$ cat src/rtl/regfile_operand_arbiter.sv
// Round-robin arbiter that shares a single-port 16x32 operand register file between requesters.
// Issues one registered access per cycle, tags read returns, and sequences whole-file clears.
module regfile_operand_arbiter #(
  parameter int unsigned ID_WIDTH = 2,
  parameter int unsigned A_WIDTH  = 4,
  parameter int unsigned D_WIDTH  = 32,
  localparam int unsigned NUM_REQ = 2 ** ID_WIDTH
) (
  input  logic                         Clk,
  input  logic                         Rst,
  input  logic [NUM_REQ-1:0]           Req,
  input  logic [NUM_REQ-1:0]           Req_RW,
  input  logic [NUM_REQ*A_WIDTH-1:0]   Req_Addr,
  input  logic [NUM_REQ*D_WIDTH-1:0]   Req_Data,
  output logic [NUM_REQ-1:0]           Gnt,
  output logic                         Rd_Valid,
  output logic [ID_WIDTH-1:0]          Rd_Id,
  output logic [D_WIDTH-1:0]           Rd_Data,
  input  logic                         Clr_Req,
  output logic                         Clr_Done,
  output logic                         Rf_En,
  output logic                         Rf_RW,
  output logic [A_WIDTH-1:0]           Rf_Addr,
  output logic [D_WIDTH-1:0]           Rf_Data_In,
  output logic                         Rf_Rst,
  input  logic [D_WIDTH-1:0]           Rf_Data_Out
);

  typedef enum logic [1:0] {StArb, StClear, StDone} state_e;

  state_e              state_q, state_d;
  logic [ID_WIDTH-1:0] ptr_q, ptr_d;
  logic [ID_WIDTH-1:0] gnt_id, idx;
  logic                gnt_any, gnt_fire;

  logic                rf_en_q, rf_rw_q, rf_rst_q, clr_done_q;
  logic [A_WIDTH-1:0]  rf_addr_q;
  logic [D_WIDTH-1:0]  rf_data_q;
  logic                s1_valid_q, s2_valid_q;
  logic [ID_WIDTH-1:0] s1_id_q, s2_id_q;

  // First set request at or after the pointer, wrapping; looks only at Req.
  always_comb begin
    gnt_any = 1'b0;
    gnt_id  = '0;
    idx     = '0;
    for (int unsigned i = 0; i < NUM_REQ; i++) begin
      idx = ptr_q + ID_WIDTH'(i);
      if (!gnt_any && Req[idx]) begin
        gnt_any = 1'b1;
        gnt_id  = idx;
      end
    end
  end

  assign gnt_fire = Rst && (state_q == StArb) && !Clr_Req && gnt_any;
  assign Gnt      = gnt_fire ? (NUM_REQ'(1) << gnt_id) : '0;
  assign ptr_d    = gnt_fire ? (gnt_id + ID_WIDTH'(1)) : ptr_q;

  always_comb begin
    state_d = state_q;
    unique case (state_q)
      StArb:   if (Clr_Req) state_d = StClear;
      StClear: state_d = StDone;
      StDone:  state_d = StArb;
      default: state_d = StArb;
    endcase
  end

  always_ff @(posedge Clk or negedge Rst) begin
    if (!Rst) begin
      state_q    <= StArb;
      ptr_q      <= '0;
      rf_en_q    <= 1'b0;
      rf_rw_q    <= 1'b0;
      rf_addr_q  <= '0;
      rf_data_q  <= '0;
      rf_rst_q   <= 1'b1;
      clr_done_q <= 1'b0;
      s1_valid_q <= 1'b0;
      s1_id_q    <= '0;
      s2_valid_q <= 1'b0;
      s2_id_q    <= '0;
    end else begin
      state_q    <= state_d;
      ptr_q      <= ptr_d;
      rf_en_q    <= gnt_fire;
      if (gnt_fire) begin
        rf_rw_q   <= Req_RW[gnt_id];
        rf_addr_q <= Req_Addr[gnt_id*A_WIDTH +: A_WIDTH];
        rf_data_q <= Req_Data[gnt_id*D_WIDTH +: D_WIDTH];
        s1_id_q   <= gnt_id;
      end
      s1_valid_q <= gnt_fire && !Req_RW[gnt_id];
      s2_valid_q <= s1_valid_q;
      s2_id_q    <= s1_id_q;
      // Clear strobe spans the CLEAR cycle so the file zeroes at the edge ending it.
      rf_rst_q   <= (state_d == StClear);
      clr_done_q <= (state_d == StDone);
    end
  end

  assign Rf_En      = rf_en_q;
  assign Rf_RW      = rf_rw_q;
  assign Rf_Addr    = rf_addr_q;
  assign Rf_Data_In = rf_data_q;
  assign Rf_Rst     = rf_rst_q;
  assign Clr_Done   = clr_done_q;
  assign Rd_Valid   = s2_valid_q;
  assign Rd_Id      = s2_id_q;
  assign Rd_Data    = Rf_Data_Out;

endmodule

$ cat config.mk
export PLATFORM = sky130hd
export DESIGN_NAME = regfile_operand_arbiter
export DESIGN_NICKNAME = d
export VERILOG_FILES = /design/src/rtl/regfile_operand_arbiter.sv
export SDC_FILE = /design/constraint.sdc
export NUM_CORES = 1
export LEC_CHECK = 0
export CAP_MARGIN = 20
export CORE_ASPECT_RATIO = 1.1
export CORE_MARGIN = 8
export CORE_UTILIZATION = 38
export DETAILED_ROUTE_END_ITERATION = 6
export HOLD_SLACK_MARGIN = 0.05
export PLACE_DENSITY = 0.88
export RECOVER_POWER = 100
export SLEW_MARGIN = 0
export SYNTH_ARGS = -nofsm -noshare
export SYNTH_HDL_FRONTEND = slang
export SYNTH_SLANG_ARGS = --single-unit
$ cat constraint.sdc
create_clock -name Clk -period 3.67 [get_ports Clk]
set_clock_uncertainty 0.2 [all_clocks]
set_input_delay 0.5505 -clock Clk [delete_from_list [all_inputs] [get_ports Clk]]
set_output_delay 0.5505 -clock Clk [all_outputs]
set_load 0.02 [all_outputs]
[Yosys cells after proc, flatten, opt, wreduce, memory -nomap -nowiden]
Cells that the tools add are included.
Storage, ports and cells
  output and inout port bits: 79
  bits of input ports: 187
  word-level logic and storage cells: 61
  register bits after elaboration: 50
Cells by class
  add/sub/neg operators: 4
  reduce and logical (&&, ||, !) cells: 13
  multiplexer cells: 21
  shift operators: 3
  magnitude comparators: 5
  equality and inequality tests: 3
Operators by type and width (count)
  $shiftx 128x8->32: 1
  $shiftx 16x5->4: 1
  $lt 2x3->1 const B: 5
  $bmux 1 s2: 5
  $mux 2: 5
  $mux 1: 9
  $logic_and 1x1->1: 7
  $logic_not 1->1: 5
  $add 2x1->2 const B: 2
  $add 2x2->2 const B: 2
  $eq 2x1->1 const B: 2
  $mux 4: 1
  $pmux 2 s2: 1
  $shl 1x2->4 const A: 1
  $eq 2x2->1 const B: 1
  $logic_not 2->1: 1

[Logic depth before layout (Yosys ltp)]
Gate-level depths: netlist (run 1).
  depth in word-level cells: 16
  gate-level depth with buffers: 9
  mapped depth without buffers: 6

[Worst setup path after synthesis (run 1)]
Ideal clock, no wire load.
  path type: input to output
  from: input Req[1]
  to: output Gnt[2]
  arrival time: 1738 ps
  setup slack: 1181 ps
  stages on the path: 8
  data required time: 2919 ps
  buffers on the path: 2
  cells stage by stage: mux2i_2 -> o2bb2ai_4 -> nor2_8 -> inv_4 -> buf_12 -> buf_12 -> ha_1 -> and2_1
On the way
  cells in the longest elaborated chain, start to end: 14
  elaborated cells on any way between the ends: 25
  those cells by class: 1 x shift; 17 x mux; 7 x reduce/logical
RTL lines
  start, declared: line 11  | input logic [NUM_REQ-1:0] Req,
  $bmux 1 s2: line 49  | if (!gnt_any && Req[idx]) begin
  $mux 1 (not written as such): line 49
  $mux 1: line 49
  $logic_not 1->1: line 49
  $logic_and 1x1->1: line 49
  $mux 1: line 49
  $logic_not 1->1: line 49
  $logic_and 1x1->1: line 49
  $mux 1: line 49
  $logic_not 1->1: line 49
  $logic_and 1x1->1: line 49
  $mux 2 (*): line 49
  named net gnt_id[0]: line 33  | logic [ID_WIDTH-1:0] gnt_id, idx;
  $shl 1x2->4 (*): line 57  | assign Gnt = gnt_fire ? (NUM_REQ'(1) << gnt_id) : '0;
  $mux 4 (*): line 57
  end, declared: line 15  | output logic [NUM_REQ-1:0] Gnt,
The timed path passes the listed nets; every way through them passes the cells marked *. The select of a mux whose other input is x is not followed.

[Final worst setup path (run 1)]
  from: input Req[2]
  to: output Gnt[3]
On the way
  cells in the longest elaborated chain, start to end: 14
  elaborated cells on any way between the ends: 25
  those cells by class: 1 x shift; 17 x mux; 7 x reduce/logical
RTL lines (line)
  $bmux 1 s2: 49
  $mux 1 (not written as such): 49
  $mux 1: 49
  $logic_not 1->1: 49
  $logic_and 1x1->1: 49
  $mux 1: 49
  $logic_not 1->1: 49
  $logic_and 1x1->1: 49
  $mux 1: 49
  $logic_not 1->1: 49
  $logic_and 1x1->1: 49
  $mux 2 / $mux 1 (equally long branches): 49
  $shl 1x2->4 / $logic_and 1x1->1 (equally long branches): 57, 56
  $mux 4 (*): 57
Every way passes the cells marked *; elsewhere a longest branch is shown, timed or not. The select of a mux whose other input is x is not followed.

==> results of run 1 <==
[power groups by stage]
stage                     Sequential [mW]  Clock [mW]  Combinational, mW
final                               0.915       0.322               1.75
after global routing                0.945       0.362               1.88
after CTS                           0.928       0.338               1.94
after detailed placement            0.936           0               1.93
after global placement              0.919           0               1.89
after floorplan                      1.19           0              0.881
[cells in the final DEF (no fill, tap or decap), drive strengths merged]
cell	Yosys	final
a21boi	1	1
a21o	37	37
a21oi	3	3
a2bb2oi	1	1
a31o	1	1
and2	6	6
buf	45	8
clkbuf	16	12
clkdlybuf4s50	0	154
dfrtp	48	48
dfstp	1	1
dlygate4sd3	0	46
ha	4	4
inv	5	5
mux2i	37	37
nand2	43	43
nand2b	3	3
nand3	40	40
nor2	4	4
nor2b	1	1
nor3b	2	2
nor4b	1	1
o211a	1	1
o211ai	37	37
o21ai	40	40
o2bb2ai	1	1
o41ai	1	1
or2	1	1
[cells by family after synthesis]
logic type / count (synthesis) / share of synthesized area
AOI/OAI and AO/OA: 123 / 0.281
adders and majority gates: 4 / 0.0138
buffers and inverters: 66 / 0.122
DFF: 49 / 0.339
muxes: 37 / 0.103
and+or+nand+nor: 101 / 0.142
[per-stage QoR]
stage          power [mW]  std cells
2_1_floorplan        2.07        380
3_3_place_gp         2.81        648
3_5_place_dp         2.87        648
4_1_cts              3.20        656
5_1_grt              3.19        656
6_report             2.99        656
[critical path: cells and delay by family]
kind	cells	cell delay [ns]
AOI/OAI and AO/OA	1	0.41
and+or+nand+nor	1	0.19
buffers and inverters	4	1.65
[worst min path at each step]
stage | from | to | cells after the start
final | s1_valid_q | Rd_Valid | 0
after global placement | s1_valid_q | Rd_Valid | 0
after floorplan | Rst | Clr_Done | 0
after CTS | s1_valid_q | Rd_Valid | 0
after global routing | s1_valid_q | Rd_Valid | 0
after detailed placement | s1_valid_q | Rd_Valid | 0
[state kept, by name, summed over array words and instances, names as in the netlist]
| name | count |
|---|---|
| s1_id_q | 2 |
| s1_valid_q | 1 |
| ptr_q | 2 |
| Rd_Id | 2 |
| Rd_Valid | 1 |
| Rf_Data_In | 32 |
| Rf_En | 1 |
| Clr_Done | 1 |
| Rf_RW | 1 |
| Rf_Rst | 1 |
| state_q | 1 |
| Rf_Addr | 4 |
[metal layers]
metal | vias up | part of all wire
met3 | 44 | 0.085
met5 | - | 0
met4 | 0 | 0.044
li1 | 1643 | -
met1 | 1734 | 0.35
met2 | 166 | 0.52
[cell type report]
class,count,share of cell area
Timing Repair Buffer,212,0.387
Multi-Input combinational cell,265,0.339
Sequential cell,49,0.227
Tap cell,117,0.0271
Clock buffer,8,0.0167
Inverter,5,0.00393
==> results.md, run 1 <==
* Yosys reg bits at 49
* CP required at 2.92 ns
* Crit-path max cell delay at 0.64 ns
* ANT cells at 0
* Rows at 37
* Synthesis Warnings at 0
* Starting Density at 0.389
* Count leader, synth: dfrtp_1
* Post-Syn Area per Cell at 9.54 µm²
* FF+latch area at 0.00123 mm²
* Post-synth EDFFs at 0
* Gr usage total at 0.199
* Final hold vios at 0
* Leakage power at 2.30 nW
* Clock power share at 0.108
* Worst Setup Slack, final at 0.110 ns
* Worst path cell trace: dlygate4sd3_1 > clkbuf_1 > o41ai_4 > inv_2 > and2_1 > dlygate4sd3_1
* Pre-CTS WS at 0.195 ns
* Routed WL per cell at 20.2 µm
* Met2 Track Usage GR at 0.368
* Peak supply drop at 0.266 mV
* Post-route minimum period at 3.56 ns
* Post-layout util at 0.581
* Hold crit path type: register to register
* Net Sw Frac at 0.423
* Area delta synth->final at 49.2%
* Post-DRT Antenna Nets at 0
* Gate power share at 0.586
* Synth async-reset ratio at 1.00
* Cell Area, Placed at 0.00546 mm²
* CTS Sinks at 49
* Most used DFF post-synth: dfrtp_1
* Clock tree from TritonCTS: built
* Sequential fraction of design power at 0.306
* Sequential area share after synthesis at 0.339
* Met3 GRT Util at 0.0560
* H-tree Lvls at 2
* Synthesized cell area at 0.00362 mm²
* NetSw at 1.26 mW
* Status: finished with violations
* Area contributors post-synth: dfrtp_1, mux2i_1, o211ai_2, a21o_1, buf_4
* Power density over cell area at 552 mW/mm²
* Ports at 266
* CTS clk-pin slew, worst paths at 0.08 ns
* Global-route wire length before repair at 20400 µm
* Failing checks: max-capacitance violations, max-slew violations
* Post-cts sizing count at 0
* CP Capture Type: primary output
* Reg2Reg Depth at 5
* Top fanout value on the critical path at 11
* Latest clock arrival within the worst-skew pair at 0.29 ns
* R2R setup slack at 1.28 ns
* Die H at 118 µm
* WHS at 0.153 ns
* Largest net degree at the start of global routing at 50
* RR Startpoint: state_q[0]
* Slew @ Worst Pin at 2.61 ns
* Die width at 109 µm
* DRC Markers at 0
* Met1 Resource Use GR at 0.192
* Post-synth top cells: dfrtp_1, nand2_1, nand3_1, o21ai_0, a21o_1
* Placer Congestion at 0.806
* GR peak layer: met2
* Internal at 1.72 mW
* Crit path arrival time at 2.81 ns
* FF-to-FF End: Rf_RW
* Synth top area share at 0.331
* Endpoints failing setup at 0
* RSZ-0062 raised after global routing: false
* Layout net count at 729
* CP Class: primary input to primary output
* Max-slew violations at 50
* Clock Tree Buf Depth at 2
* Fin area at 0.00541 mm²
* Most used cell, CP: dlygate4sd3_1
* Max Cap Viol at 1
* Via count at 3587
* Total grt overflow at 0
* Post-CTS Setup Bufs at 0
* Syn Nets at 571
* Core area at 0.00931 mm²
* Post-synthesis cell count at 380
* Synth unique cells at 40
* Post-CTS Hold Buffers at 0
* Root buf cell: clkbuf_8
* Num CTS Buffers at 5
* Initial antenna violation count at 0
* Setup tns final at 0 ns
* DP HPWL at 10000 µm
* Crit-path slowest cell: dlygate4sd3_1
* Layout cells sized above 1 at 0.0575
* Final WL at 13300 µm
* Die area at 0.0129 mm²
* Area of the multi-input gates at 0.00183 mm²
* Final Cycle Share at 0.970
* Drt pass-1 iters at 4
* CP Launch Point: Req[2]
* Max Freq at 281 MHz
* Largest area contributor in the netlist: dfrtp_1
* DR vias/cell at 5.47
* Initial detailed-routing violation count at 136
* Startpoint types: primary input
* Filler cell count at 805
* PortBufs at 201
* Crit path capture: Gnt[3]
* Vias in the first global route at 4069
* Relative max-transition margin at -0.737
Note: power is estimated with default switching activity, not from simulation.
==> inputs of run 2 (changes only) <==
--- a/config.mk
+++ b/config.mk
@@ -8,10 +8,10 @@
 export CAP_MARGIN = 20
 export CORE_ASPECT_RATIO = 1.1
 export CORE_MARGIN = 8
-export CORE_UTILIZATION = 38
+export CORE_UTILIZATION = 31
 export DETAILED_ROUTE_END_ITERATION = 6
 export HOLD_SLACK_MARGIN = 0.05
-export PLACE_DENSITY = 0.88
+export PLACE_DENSITY = 0.74
 export RECOVER_POWER = 100
 export SLEW_MARGIN = 0
 export SYNTH_ARGS = -nofsm -noshare
==> run 2 against run 1 <==
Net effect:
- the flow now finishes without violations
- utilization fell by 10 points
- sequential cell count did not move
- final area rose by 1.7%
- sequential share of layout area is 0.39 points lower
- combinational power about the same
- maximum frequency rose by 4.4%
- sequential power hardly changed
- die area grew 19%
- non-clock buffer count is the same
- clock power grew 66%
- clock-buffer cell count decreased by 1
- critical path type unchanged
- largest cell class unchanged
==> results.md, run 2 (synthesized netlist as in run 1, its figures left out) <==
* Initial detailed-routing violation count at 166
* Core area at 0.0114 mm²
* Num CTS Buffers at 5
* CP required at 2.92 ns
* Area delta synth->final at 51.8%
* Post-route minimum period at 3.41 ns
* FF-to-FF End: Rf_Data_In[29]
* Slew @ Worst Pin at 1.25 ns
* Layout net count at 729
* Filler cell count at 1106
* CP Class: primary input to primary output
* Initial antenna violation count at 0
* Leakage power at 2.33 nW
* RSZ-0062 raised after global routing: false
* Reg2Reg Depth at 7
* Routed WL per cell at 19.4 µm
* Hold depth at 0
* Relative max-transition margin at 0.166
* Drt pass-1 iters at 4
* Endpoints failing setup at 0
* Final hold vios at 0
* Clock power share at 0.168
* Post-CTS Hold Buffers at 0
* CP Capture Type: primary output
* Crit path arrival time at 2.66 ns
* Die width at 119 µm
* Gr usage total at 0.164
* Die H at 129 µm
* DR vias/cell at 5.13
* Max Freq at 293 MHz
* Ports at 266
* RR Startpoint: ptr_q[1]
* Clock Tree Buf Depth at 2
* Worst min-delay path startpoint: s1_valid_q
* DRC Markers at 0
* Hold crit path type: register to register
* Vias in the first global route at 3840
* Max-slew violations at 0
* Sequential fraction of design power at 0.288
* Internal at 1.90 mW
* Worst Setup Slack, final at 0.261 ns
* Die area at 0.0154 mm²
* Via count at 3533
* R2R setup slack at 1.31 ns
* Setup tns final at 0 ns
* Area of the multi-input gates at 0.00181 mm²
* Max Cap Viol at 0
* Post-DRT Antenna Nets at 0
* CTS Sinks at 49
* H-tree Lvls at 2
* Post-cts sizing count at 0
* Hold endpoint: Rd_Valid
* Latest clock arrival within the worst-skew pair at 0.28 ns
* Root buf cell: clkbuf_16
* Gate power share at 0.544
* Clock tree from TritonCTS: built
* Top fanout value on the critical path at 5
* Layout cells sized above 1 at 0.0594
* Pre-CTS WS at 0.206 ns
* Rows at 41
* PortBufs at 201
* Post-CTS Setup Bufs at 0
* Placer Congestion at 0.821
* NetSw at 1.28 mW
* Startpoint types: primary input
* Final WL at 13400 µm
* Final Cycle Share at 0.929
* Net Sw Frac at 0.403
* Starting Density at 0.317
* DP HPWL at 9900 µm
* ANT cells at 0
* FF+latch area at 0.00123 mm²
* Peak supply drop at 0.258 mV
* Power density over cell area at 579 mW/mm²
* Most common cell after layout, fill and taps aside: clkdlybuf4s50_1
* CTS clk-pin slew, worst paths at 0.06 ns
* Status: completed
* Largest net degree at the start of global routing at 50
* Max FFs per register at 32
* Total grt overflow at 0
* Global-route wire length before repair at 20100 µm
* Most frequent cells in the layout: clkdlybuf4s50_1, dfrtp_1, dlygate4sd3_1
## run 2: changes by cell type in the layout (fill, tap and decap cells not counted), moves of 2 or more
| cell | delta |
|---|---|
| and2_0 | -3 |
| clkbuf_16 | +5 |
| clkbuf_1 | -2 |
| dlygate4sd3_1 | -2 |
| clkdlybuf4s50_1 | +2 |
| and2_1 | +3 |
| clkbuf_8 | -5 |
## run 2: layout make-up
class	instances	share of cell area
repair buffers	212	0.378
multi-input cells	265	0.330
flip-flops and latches	49	0.223
well taps	150	0.0341
clock buffers	7	0.0259
clock inverters	1	0.00546
inverters	5	0.00387
## run 2: stage by stage
step           power [mW]  std cells  instance area, µm²  hold slack, ns  utilization
2_1_floorplan        2.07        380                3620          0.0549            -
3_3_place_gp         2.81        681                5490           0.134        0.480
3_5_place_dp         2.86        681                5490           0.136        0.480
4_1_cts              3.41        689                5670           0.150        0.495
5_1_grt              3.38        689                5500           0.169        0.481
6_report             3.18        689                5500           0.147        0.481
## run 2: worst max-delay path, stage by stage
cell             delay, ns
clkdlybuf4s50_1       0.49
nand2b_1              0.20
o211a_1               0.30
nor2_4                0.20
inv_1                 0.08
ha_1                  0.17
and2_1                0.13
clkdlybuf4s50_1       0.53
## run 2: power groups by stage
stage / sequential, mW / clock, mW / combinational [mW]
2_1_floorplan: 1.19 / 0 / 0.881
5_1_grt: 0.950 / 0.573 / 1.86
6_report: 0.917 / 0.534 / 1.73
3_3_place_gp: 0.927 / 0 / 1.89
3_5_place_dp: 0.936 / 0 / 1.92
4_1_cts: 0.929 / 0.552 / 1.93
## run 2: how the worst max path moves through the flow
stage              to  slack (ns)  startpoint  depth (start not counted)
5_1_grt        Gnt[0]        0.13      Req[3]                          6
3_5_place_dp   Gnt[0]        0.21      Req[1]                          8
2_1_floorplan  Gnt[2]        1.18      Req[1]                          8
6_report       Gnt[0]        0.26      Req[1]                          8
4_1_cts        Gnt[0]        0.20      Req[1]                          8
3_3_place_gp   Gnt[0]        0.26      Req[1]                          8
## run 2: metal layers
metal / wire length [µm] / global-route usage
met1: 5110 / 0.165
met5: 0 / 0
met2: 6710 / 0.303
met3: 946 / 0.0426
met4: 631 / 0.0975
==> inputs of run 3 (changes only) <==
--- a/config.mk
+++ b/config.mk
@@ -5,6 +5,7 @@
 export SDC_FILE = /design/constraint.sdc
 export NUM_CORES = 1
 export LEC_CHECK = 0
+export ABC_AREA = 0
 export CAP_MARGIN = 20
 export CORE_ASPECT_RATIO = 1.1
 export CORE_MARGIN = 8
==> results of run 3 <==
The final DEF is identical to that of run 2; final timing and power are the same.
